### config.mk
export PLATFORM = sky130hd
export DESIGN_NAME = calc_alu_sequencer_flat
export DESIGN_NICKNAME = d
export VERILOG_FILES = /design/src/rtl/calc_alu_sequencer_if.sv /design/src/rtl/calc_alu_sequencer.sv /design/src/flat_wrapper.sv
export SDC_FILE = /design/constraint.sdc
export NUM_CORES = 1
export LEC_CHECK = 0
export ABC_AREA = 1
export BUFFER_PORTS_ARGS = -buffer_cell sky130_fd_sc_hd__buf_2
export CORE_MARGIN = 1
export CORE_UTILIZATION = 50
export DETAILED_ROUTE_END_ITERATION = 10
export PLACE_DENSITY_LB_ADDON = 0.12
export SYNTH_ARGS = -nofsm -noshare
export SYNTH_HDL_FRONTEND = slang
export SYNTH_SLANG_ARGS = --single-unit
### constraint.sdc
create_clock -name clk -period 2.07 [get_ports clk]
set_clock_uncertainty 0.1 [all_clocks]
set_input_delay 0.414 -clock clk [delete_from_list [all_inputs] [get_ports clk]]
set_output_delay 0.414 -clock clk [all_outputs]
set_load 0.01 [all_outputs]
### src/rtl/calc_alu_sequencer_if.sv
// ---------------------------------------------------------------------------
// calc_alu_sequencer_if
//   Bundles the token stream from the input decoder, the ALU operand/result
//   handshakes and the display outputs of calc_alu_sequencer.
//
//   master : the sequencer's view (drives o_* signals)
//   slave  : the environment's view (decoder, ALU, display)
//
//   Token side   : i_tok_valid, o_tok_ready, i_tok_type, i_tok_value,
//                  i_tok_op, i_signed
//   ALU operand  : o_alu_input_a/b/op/signed, o_alu_input_valid,
//                  i_alu_input_ready
//   ALU result   : i_alu_result, i_alu_error, i_alu_result_valid,
//                  o_alu_result_ready
//   Display      : o_disp_value, o_disp_error, o_disp_update, o_busy
// ---------------------------------------------------------------------------
interface calc_alu_sequencer_if #(
    parameter int DATA_WIDTH = 16
);
    logic                  i_tok_valid;
    logic                  o_tok_ready;
    logic [1:0]            i_tok_type;
    logic [DATA_WIDTH-1:0] i_tok_value;
    logic [1:0]            i_tok_op;
    logic                  i_signed;

    logic [DATA_WIDTH-1:0] o_alu_input_a;
    logic [DATA_WIDTH-1:0] o_alu_input_b;
    logic [1:0]            o_alu_input_op;
    logic                  o_alu_input_signed;
    logic                  o_alu_input_valid;
    logic                  i_alu_input_ready;

    logic [DATA_WIDTH-1:0] i_alu_result;
    logic                  i_alu_error;
    logic                  i_alu_result_valid;
    logic                  o_alu_result_ready;

    logic [DATA_WIDTH-1:0] o_disp_value;
    logic                  o_disp_error;
    logic                  o_disp_update;
    logic                  o_busy;

    modport master (
        input  i_tok_valid, i_tok_type, i_tok_value, i_tok_op, i_signed,
        input  i_alu_input_ready, i_alu_result, i_alu_error, i_alu_result_valid,
        output o_tok_ready,
        output o_alu_input_a, o_alu_input_b, o_alu_input_op, o_alu_input_signed,
        output o_alu_input_valid, o_alu_result_ready,
        output o_disp_value, o_disp_error, o_disp_update, o_busy
    );

    modport slave (
        output i_tok_valid, i_tok_type, i_tok_value, i_tok_op, i_signed,
        output i_alu_input_ready, i_alu_result, i_alu_error, i_alu_result_valid,
        input  o_tok_ready,
        input  o_alu_input_a, o_alu_input_b, o_alu_input_op, o_alu_input_signed,
        input  o_alu_input_valid, o_alu_result_ready,
        input  o_disp_value, o_disp_error, o_disp_update, o_busy
    );
endinterface

### src/rtl/calc_alu_sequencer.sv
// ---------------------------------------------------------------------------
// calc_alu_sequencer
//   Immediate-execution calculator sequencer. Consumes number/operator/
//   equals/clear tokens, keeps the accumulator and pending operator, and
//   issues one ALU transaction per operator/number pair ("3+4*2=" -> 14).
//
//   Ports:
//     clk  - system clock
//     rst  - synchronous active-high reset
//     bus  - calc_alu_sequencer_if.master (token, ALU and display signals)
//
//   Optional feature macro: CALC_SEQ_TIMEOUT_EN
//     Defined   : watchdog of TIMEOUT_CYCLES per ALU transaction; expiry
//                 moves to S_ERR with the error flag set.
//     Undefined : no watchdog, the sequencer waits for the ALU indefinitely.
// ---------------------------------------------------------------------------
module calc_alu_sequencer #(
    parameter int DATA_WIDTH     = 16,
    parameter int TIMEOUT_CYCLES = 64
) (
    input logic                 clk,
    input logic                 rst,
    calc_alu_sequencer_if.master bus
);
    typedef enum logic [1:0] {S_WAIT, S_ISSUE, S_RESULT, S_ERR} state_t;

    localparam logic [1:0] TOK_NUM = 2'b00;
    localparam logic [1:0] TOK_OP  = 2'b01;
    localparam logic [1:0] TOK_EQ  = 2'b10;
    localparam logic [1:0] TOK_CLR = 2'b11;

    state_t                state_q, state_d;
    logic [DATA_WIDTH-1:0] acc_q, acc_d;
    logic                  pend_valid_q, pend_valid_d;
    logic [1:0]            pend_op_q, pend_op_d;
    logic [DATA_WIDTH-1:0] a_q, a_d;
    logic [DATA_WIDTH-1:0] b_q, b_d;
    logic [1:0]            op_q, op_d;
    logic                  signed_q, signed_d;
    logic                  error_q, error_d;
    logic                  update_q, update_d;

    logic tok_fire;
    logic busy;

`ifdef CALC_SEQ_TIMEOUT_EN
    localparam int CNT_W = $clog2(TIMEOUT_CYCLES + 1);
    logic [CNT_W-1:0] cnt_q, cnt_d;
`else
    // Parameter kept so both builds share one instantiation template.
    logic unused_timeout;
    assign unused_timeout = |TIMEOUT_CYCLES;
`endif

    // Ready is forced low while rst is held so no token slips in during reset.
    assign bus.o_tok_ready        = !rst && (state_q == S_WAIT || state_q == S_ERR);
    assign bus.o_alu_input_valid  = (state_q == S_ISSUE);
    assign bus.o_alu_result_ready = (state_q == S_RESULT || state_q == S_ERR);
    assign bus.o_alu_input_a      = a_q;
    assign bus.o_alu_input_b      = b_q;
    assign bus.o_alu_input_op     = op_q;
    assign bus.o_alu_input_signed = signed_q;
    assign bus.o_disp_value       = acc_q;
    assign bus.o_disp_error       = error_q;
    assign bus.o_disp_update      = update_q;
    assign busy                   = (state_q == S_ISSUE || state_q == S_RESULT);
    assign bus.o_busy             = busy;

    assign tok_fire = bus.i_tok_valid && bus.o_tok_ready;

    // NOTE: every variable gets a default first so no path leaves it unassigned
    // (which would infer a latch).
    always_comb begin
        state_d      = state_q;
        acc_d        = acc_q;
        pend_valid_d = pend_valid_q;
        pend_op_d    = pend_op_q;
        a_d          = a_q;
        b_d          = b_q;
        op_d         = op_q;
        signed_d     = signed_q;
        error_d      = error_q;
        update_d     = 1'b0;

        case (state_q)
            S_WAIT: begin
                if (tok_fire) begin
                    case (bus.i_tok_type)
                        TOK_NUM: begin
                            if (pend_valid_q) begin
                                a_d      = acc_q;
                                b_d      = bus.i_tok_value;
                                op_d     = pend_op_q;
                                signed_d = bus.i_signed;
                                state_d  = S_ISSUE;
                            end else begin
                                acc_d    = bus.i_tok_value;
                                update_d = 1'b1;
                            end
                        end
                        TOK_OP: begin
                            pend_op_d    = bus.i_tok_op;
                            pend_valid_d = 1'b1;
                        end
                        TOK_EQ: begin
                            pend_valid_d = 1'b0;
                            update_d     = 1'b1;
                        end
                        default: begin // TOK_CLR
                            acc_d        = '0;
                            pend_valid_d = 1'b0;
                            error_d      = 1'b0;
                            update_d     = 1'b1;
                        end
                    endcase
                end
            end
            S_ISSUE: begin
                if (bus.i_alu_input_ready) state_d = S_RESULT;
            end
            S_RESULT: begin
                if (bus.i_alu_result_valid) begin
                    update_d = 1'b1;
                    if (bus.i_alu_error) begin
                        error_d = 1'b1;
                        state_d = S_ERR;
                    end else begin
                        acc_d        = bus.i_alu_result;
                        pend_valid_d = 1'b0;
                        state_d      = S_WAIT;
                    end
                end
            end
            default: begin // S_ERR: everything but CLEAR is swallowed
                if (tok_fire && bus.i_tok_type == TOK_CLR) begin
                    acc_d        = '0;
                    pend_valid_d = 1'b0;
                    error_d      = 1'b0;
                    update_d     = 1'b1;
                    state_d      = S_WAIT;
                end
            end
        endcase

`ifdef CALC_SEQ_TIMEOUT_EN
        // Counter is zero in S_WAIT, so it reads 0 on the first S_ISSUE cycle.
        cnt_d = busy ? cnt_q + 1'b1 : '0;
        if (busy && cnt_q == CNT_W'(TIMEOUT_CYCLES - 1) &&
            !(state_q == S_RESULT && bus.i_alu_result_valid)) begin
            state_d  = S_ERR;
            error_d  = 1'b1;
            update_d = 1'b1;
        end
`endif
    end

    // NOTE: sequential state uses non-blocking assignments so every flop
    // samples the pre-edge value regardless of statement order.
    always_ff @(posedge clk) begin
        if (rst) begin
            state_q      <= S_WAIT;
            acc_q        <= '0;
            pend_valid_q <= 1'b0;
            pend_op_q    <= 2'b00;
            a_q          <= '0;
            b_q          <= '0;
            op_q         <= 2'b00;
            signed_q     <= 1'b0;
            error_q      <= 1'b0;
            update_q     <= 1'b0;
        end else begin
            state_q      <= state_d;
            acc_q        <= acc_d;
            pend_valid_q <= pend_valid_d;
            pend_op_q    <= pend_op_d;
            a_q          <= a_d;
            b_q          <= b_d;
            op_q         <= op_d;
            signed_q     <= signed_d;
            error_q      <= error_d;
            update_q     <= update_d;
        end
    end

`ifdef CALC_SEQ_TIMEOUT_EN
    always_ff @(posedge clk) begin
        if (rst) cnt_q <= '0;
        else     cnt_q <= cnt_d;
    end
`endif

endmodule

### src/flat_wrapper.sv
// flat-port wrapper written by rule: the top's interface ports become plain ports
module calc_alu_sequencer_flat 
#(
    parameter int DATA_WIDTH     = 16,
    parameter int TIMEOUT_CYCLES = 64
)
  (clk, rst, bus_i_tok_valid, bus_i_tok_type, bus_i_tok_value, bus_i_tok_op, bus_i_signed, bus_i_alu_input_ready, bus_i_alu_result, bus_i_alu_error, bus_i_alu_result_valid, bus_o_tok_ready, bus_o_alu_input_a, bus_o_alu_input_b, bus_o_alu_input_op, bus_o_alu_input_signed, bus_o_alu_input_valid, bus_o_alu_result_ready, bus_o_disp_value, bus_o_disp_error, bus_o_disp_update, bus_o_busy);
  calc_alu_sequencer_if #(.DATA_WIDTH(DATA_WIDTH)) bus_i ();
  input logic clk;
  input logic rst;
  input wire logic [$bits(bus_i.i_tok_valid)-1:0] bus_i_tok_valid;
  input wire logic [$bits(bus_i.i_tok_type)-1:0] bus_i_tok_type;
  input wire logic [$bits(bus_i.i_tok_value)-1:0] bus_i_tok_value;
  input wire logic [$bits(bus_i.i_tok_op)-1:0] bus_i_tok_op;
  input wire logic [$bits(bus_i.i_signed)-1:0] bus_i_signed;
  input wire logic [$bits(bus_i.i_alu_input_ready)-1:0] bus_i_alu_input_ready;
  input wire logic [$bits(bus_i.i_alu_result)-1:0] bus_i_alu_result;
  input wire logic [$bits(bus_i.i_alu_error)-1:0] bus_i_alu_error;
  input wire logic [$bits(bus_i.i_alu_result_valid)-1:0] bus_i_alu_result_valid;
  output wire logic [$bits(bus_i.o_tok_ready)-1:0] bus_o_tok_ready;
  output wire logic [$bits(bus_i.o_alu_input_a)-1:0] bus_o_alu_input_a;
  output wire logic [$bits(bus_i.o_alu_input_b)-1:0] bus_o_alu_input_b;
  output wire logic [$bits(bus_i.o_alu_input_op)-1:0] bus_o_alu_input_op;
  output wire logic [$bits(bus_i.o_alu_input_signed)-1:0] bus_o_alu_input_signed;
  output wire logic [$bits(bus_i.o_alu_input_valid)-1:0] bus_o_alu_input_valid;
  output wire logic [$bits(bus_i.o_alu_result_ready)-1:0] bus_o_alu_result_ready;
  output wire logic [$bits(bus_i.o_disp_value)-1:0] bus_o_disp_value;
  output wire logic [$bits(bus_i.o_disp_error)-1:0] bus_o_disp_error;
  output wire logic [$bits(bus_i.o_disp_update)-1:0] bus_o_disp_update;
  output wire logic [$bits(bus_i.o_busy)-1:0] bus_o_busy;
  assign bus_i.i_tok_valid = bus_i_tok_valid;
  assign bus_i.i_tok_type = bus_i_tok_type;
  assign bus_i.i_tok_value = bus_i_tok_value;
  assign bus_i.i_tok_op = bus_i_tok_op;
  assign bus_i.i_signed = bus_i_signed;
  assign bus_i.i_alu_input_ready = bus_i_alu_input_ready;
  assign bus_i.i_alu_result = bus_i_alu_result;
  assign bus_i.i_alu_error = bus_i_alu_error;
  assign bus_i.i_alu_result_valid = bus_i_alu_result_valid;
  assign bus_o_tok_ready = bus_i.o_tok_ready;
  assign bus_o_alu_input_a = bus_i.o_alu_input_a;
  assign bus_o_alu_input_b = bus_i.o_alu_input_b;
  assign bus_o_alu_input_op = bus_i.o_alu_input_op;
  assign bus_o_alu_input_signed = bus_i.o_alu_input_signed;
  assign bus_o_alu_input_valid = bus_i.o_alu_input_valid;
  assign bus_o_alu_result_ready = bus_i.o_alu_result_ready;
  assign bus_o_disp_value = bus_i.o_disp_value;
  assign bus_o_disp_error = bus_i.o_disp_error;
  assign bus_o_disp_update = bus_i.o_disp_update;
  assign bus_o_busy = bus_i.o_busy;
  calc_alu_sequencer #(.DATA_WIDTH(DATA_WIDTH), .TIMEOUT_CYCLES(TIMEOUT_CYCLES)) u_core (.clk(clk), .rst(rst), .bus(bus_i));
endmodule
==> out/results.ini <==
[global_routing]
grtUsageTotal_pct = 23.8
globalRouteOverflowTotal = 0
antenna_found_initial = 0
grt_pass1_wl_mm = 11.3
grt_pass1_vias = 2568
grt_max_degree = 41

[die]
die_w_um = 77.3
rows = 27
initial_core_util_pct = 51.8
io-pin-count = 100
die_height_um = 77.3
fp.coreArea_um2 = 5470
die_area_um2 = 5980

[drt]
drt-vias-per-instance = 4.82
drc = 0
vias = 2775
drt-initial-drc-count = 152
wl_per_cell_um = 11.6
final_antenna_net_count = 0
dr.pass1.iters = 4
routed_wl_mm = 6.66

[job]
cap_violations = 0

[synth]
syn_nets = 452
ys.flop_type = dfxtp_1
synthArstFlopShare_pct = 0
synthesis.area_um2 = 2840
synth_cell_type_count = 25
synth_area_per_cell_um2 = 7.09
yosysWarnings = 0
syn_inst = 400
synth_edf_count = 0
ys_ff_latch = 58
seq_area_frac_synth_pct = 40.9

[finish]
nets = 551
post-route-util_pct = 66.2
seqCellArea_um2 = 1160
antenna-diode-count = 0
multi_input_area_um2 = 1350
area_delta_synth_final_pct = 27.7
drive_gt1_share_pct = 29.0
nFillCells = 545

[place]
routabilityCongestion = 0.856
hpwl_mm = 4.72
port_buffers = 99

[power]
powerDensity_nw_per_um2 = 720
peakVddDrop_v = 0.000435
power.leakage_nw = 1.95

[clock_tree]
cts.sinks = 58
cts_tree = built
clk_latency_ns = 0.34
clockRootBuffer = clkbuf_8
htreeDepth = 3
cts_buffer_depth = 2
postCtsHoldBufs = 0
cts_made_buffers = 9
clkTransAtPathRegs_ns = 0.07

[sta]
max_freq_mhz = 505
fin_crit_sh_pct = 95.6
setup_viol = 0
period_needed_ns = 1.98
worstMarginPinSlew_ns = 0.431
totalNegativeSetupSlack_ns = 0
maxSlewViolCount = 0
relSlewSlack_pct = 71.3
hold_viol = 0
rsz0062_at_grt = false

[worst_setup_path]
arrival_ns = 1.47
path_class = flop to output port
cp-end-kind = output port
start_kind = flop
crit_required_ns = 1.56
cp_max_fo = 5

[run_status]
outcome = completed

[hold_path]
min_path_type = primary input to flop

==> registers in the layout (all words and copies together) (netlist names) <==
register,count
u_core.bus.o_alu_input_a,16
u_core.bus.o_alu_input_b,16
u_core.bus.o_alu_input_op,2
u_core.bus.o_alu_input_signed,1
u_core.bus.o_disp_error,1
u_core.bus.o_disp_update,1
u_core.bus.o_disp_value,16
u_core.pend_op_q,2
u_core.pend_valid_q,1
u_core.state_q,2
==> final timing paths <==
kind / slack [ns] / end / from / cells after the start
setup / recovery: 0.09 / bus_o_tok_ready / u_core.state_q[1]$_SDFFE_PP0P_ / 4
setup reg to reg: 0.19 / u_core.bus.o_disp_value[7]$_SDFFE_PP0P_ / u_core.state_q[1]$_SDFFE_PP0P_ / 9
hold reg to reg: 0.36 / u_core.pend_op_q[1]$_SDFFE_PP0P_ / u_core.pend_op_q[1]$_SDFFE_PP0P_ / 2
hold / removal: 0.20 / u_core.bus.o_alu_input_signed$_SDFFE_PP0P_ / bus_i_signed / 3
==> per-layer routing <==
layer  vias to the layer above  global-route usage (%)  wire, um
li1                       1461                       -         -
met3                        13                    5.83       366
met5                         -                       0         0
met2                        74                    38.0      2940
met1                      1227                    30.4      3220
met4                         0                    10.0       138
==> cells in the final DEF, fill, tap and decap left out, types with 3 or more instances in the layout <==
cell type,Yosys,final
buf_2,7,99
nor2_1,92,92
nand2_1,60,60
dfxtp_1,58,57
inv_1,46,46
o21ai_0,46,46
nand4_1,17,17
a21oi_1,16,16
nand3_1,13,13
buf_4,4,11
clkbuf_8,0,9
ha_1,9,8
nand2_4,4,4
nand2_2,3,3
o21ai_1,3,3
==> synthesized netlist by cell type (2+ instances only) <==
master	count	area (um2)
a21oi_1	16	80.1
nand2_2	3	18.8
dfxtp_1	58	1160
nand4_1	17	106
nand2_4	4	45.0
nand2_1	60	225
buf_2	7	35.0
clkbuf_1	7	26.3
nor2_1	92	345
buf_4	4	30.0
buf_6	4	45.0
ha_1	9	113
nor2_8	2	40.0
nand3_1	13	65.1
o21ai_1	3	15.0
inv_1	46	173
nand3_2	2	20.0
o21ai_0	46	230
==> final cells by class <==
cell class              instances  share of cell area [%]
clock inverters                 7                    2.80
clock buffers                   9                    3.42
multi-input cells             271                    37.3
repair buffers                112                    17.1
inverters                      47                    4.87
well taps                      72                    2.49
flip-flops and latches         58                    32.1
==> logic make-up (layout without fill, tap and decap cells) <==
logic type	Yosys count	after routing	synth area share [%]
flops	58	58	40.9
fa+ha+maj	9	9	3.97
compound gates	66	66	12.0
buf+inv	71	175	11.7
simple gates	196	196	31.4
==> where the power goes <==
group	total, mW	leakage [nW]	switching, mW	internal [mW]
registers	1.16	0.470	0.0189	1.14
logic	0.271	1.38	0.159	0.112
clock network	1.18	0.106	0.494	0.685
total	2.61	1.95	0.672	1.94
==> through the flow <==
step	cell area, um2	power, mW	instances	hold WS (ns)	worst slack, ns
floorplan	2840	1.35	400	0.330	0.186
global placement	3370	1.45	559	0.352	0.188
detailed placement	3370	1.45	559	0.352	0.125
CTS	3600	2.63	575	0.192	0.0454
global route	3620	2.72	576	0.222	0.0107
finish	3620	2.61	576	0.202	0.0909
==> worst max-delay path, stage by stage, from the launching register on <==
cell	delay (ns)
dfxtp_1	0.40
inv_1	0.08
ha_1	0.33
nor2_4	0.17
buf_2	0.15
==> what timing repair did <==
item / 4_1_cts / 5_1_grt
endpoints found under the setup margin: 1 / 3
resized for setup: 1 / 1
setup buffers: 0 / 1
pin swaps: 0 / 1
Power figures use the tool's default switching activity.
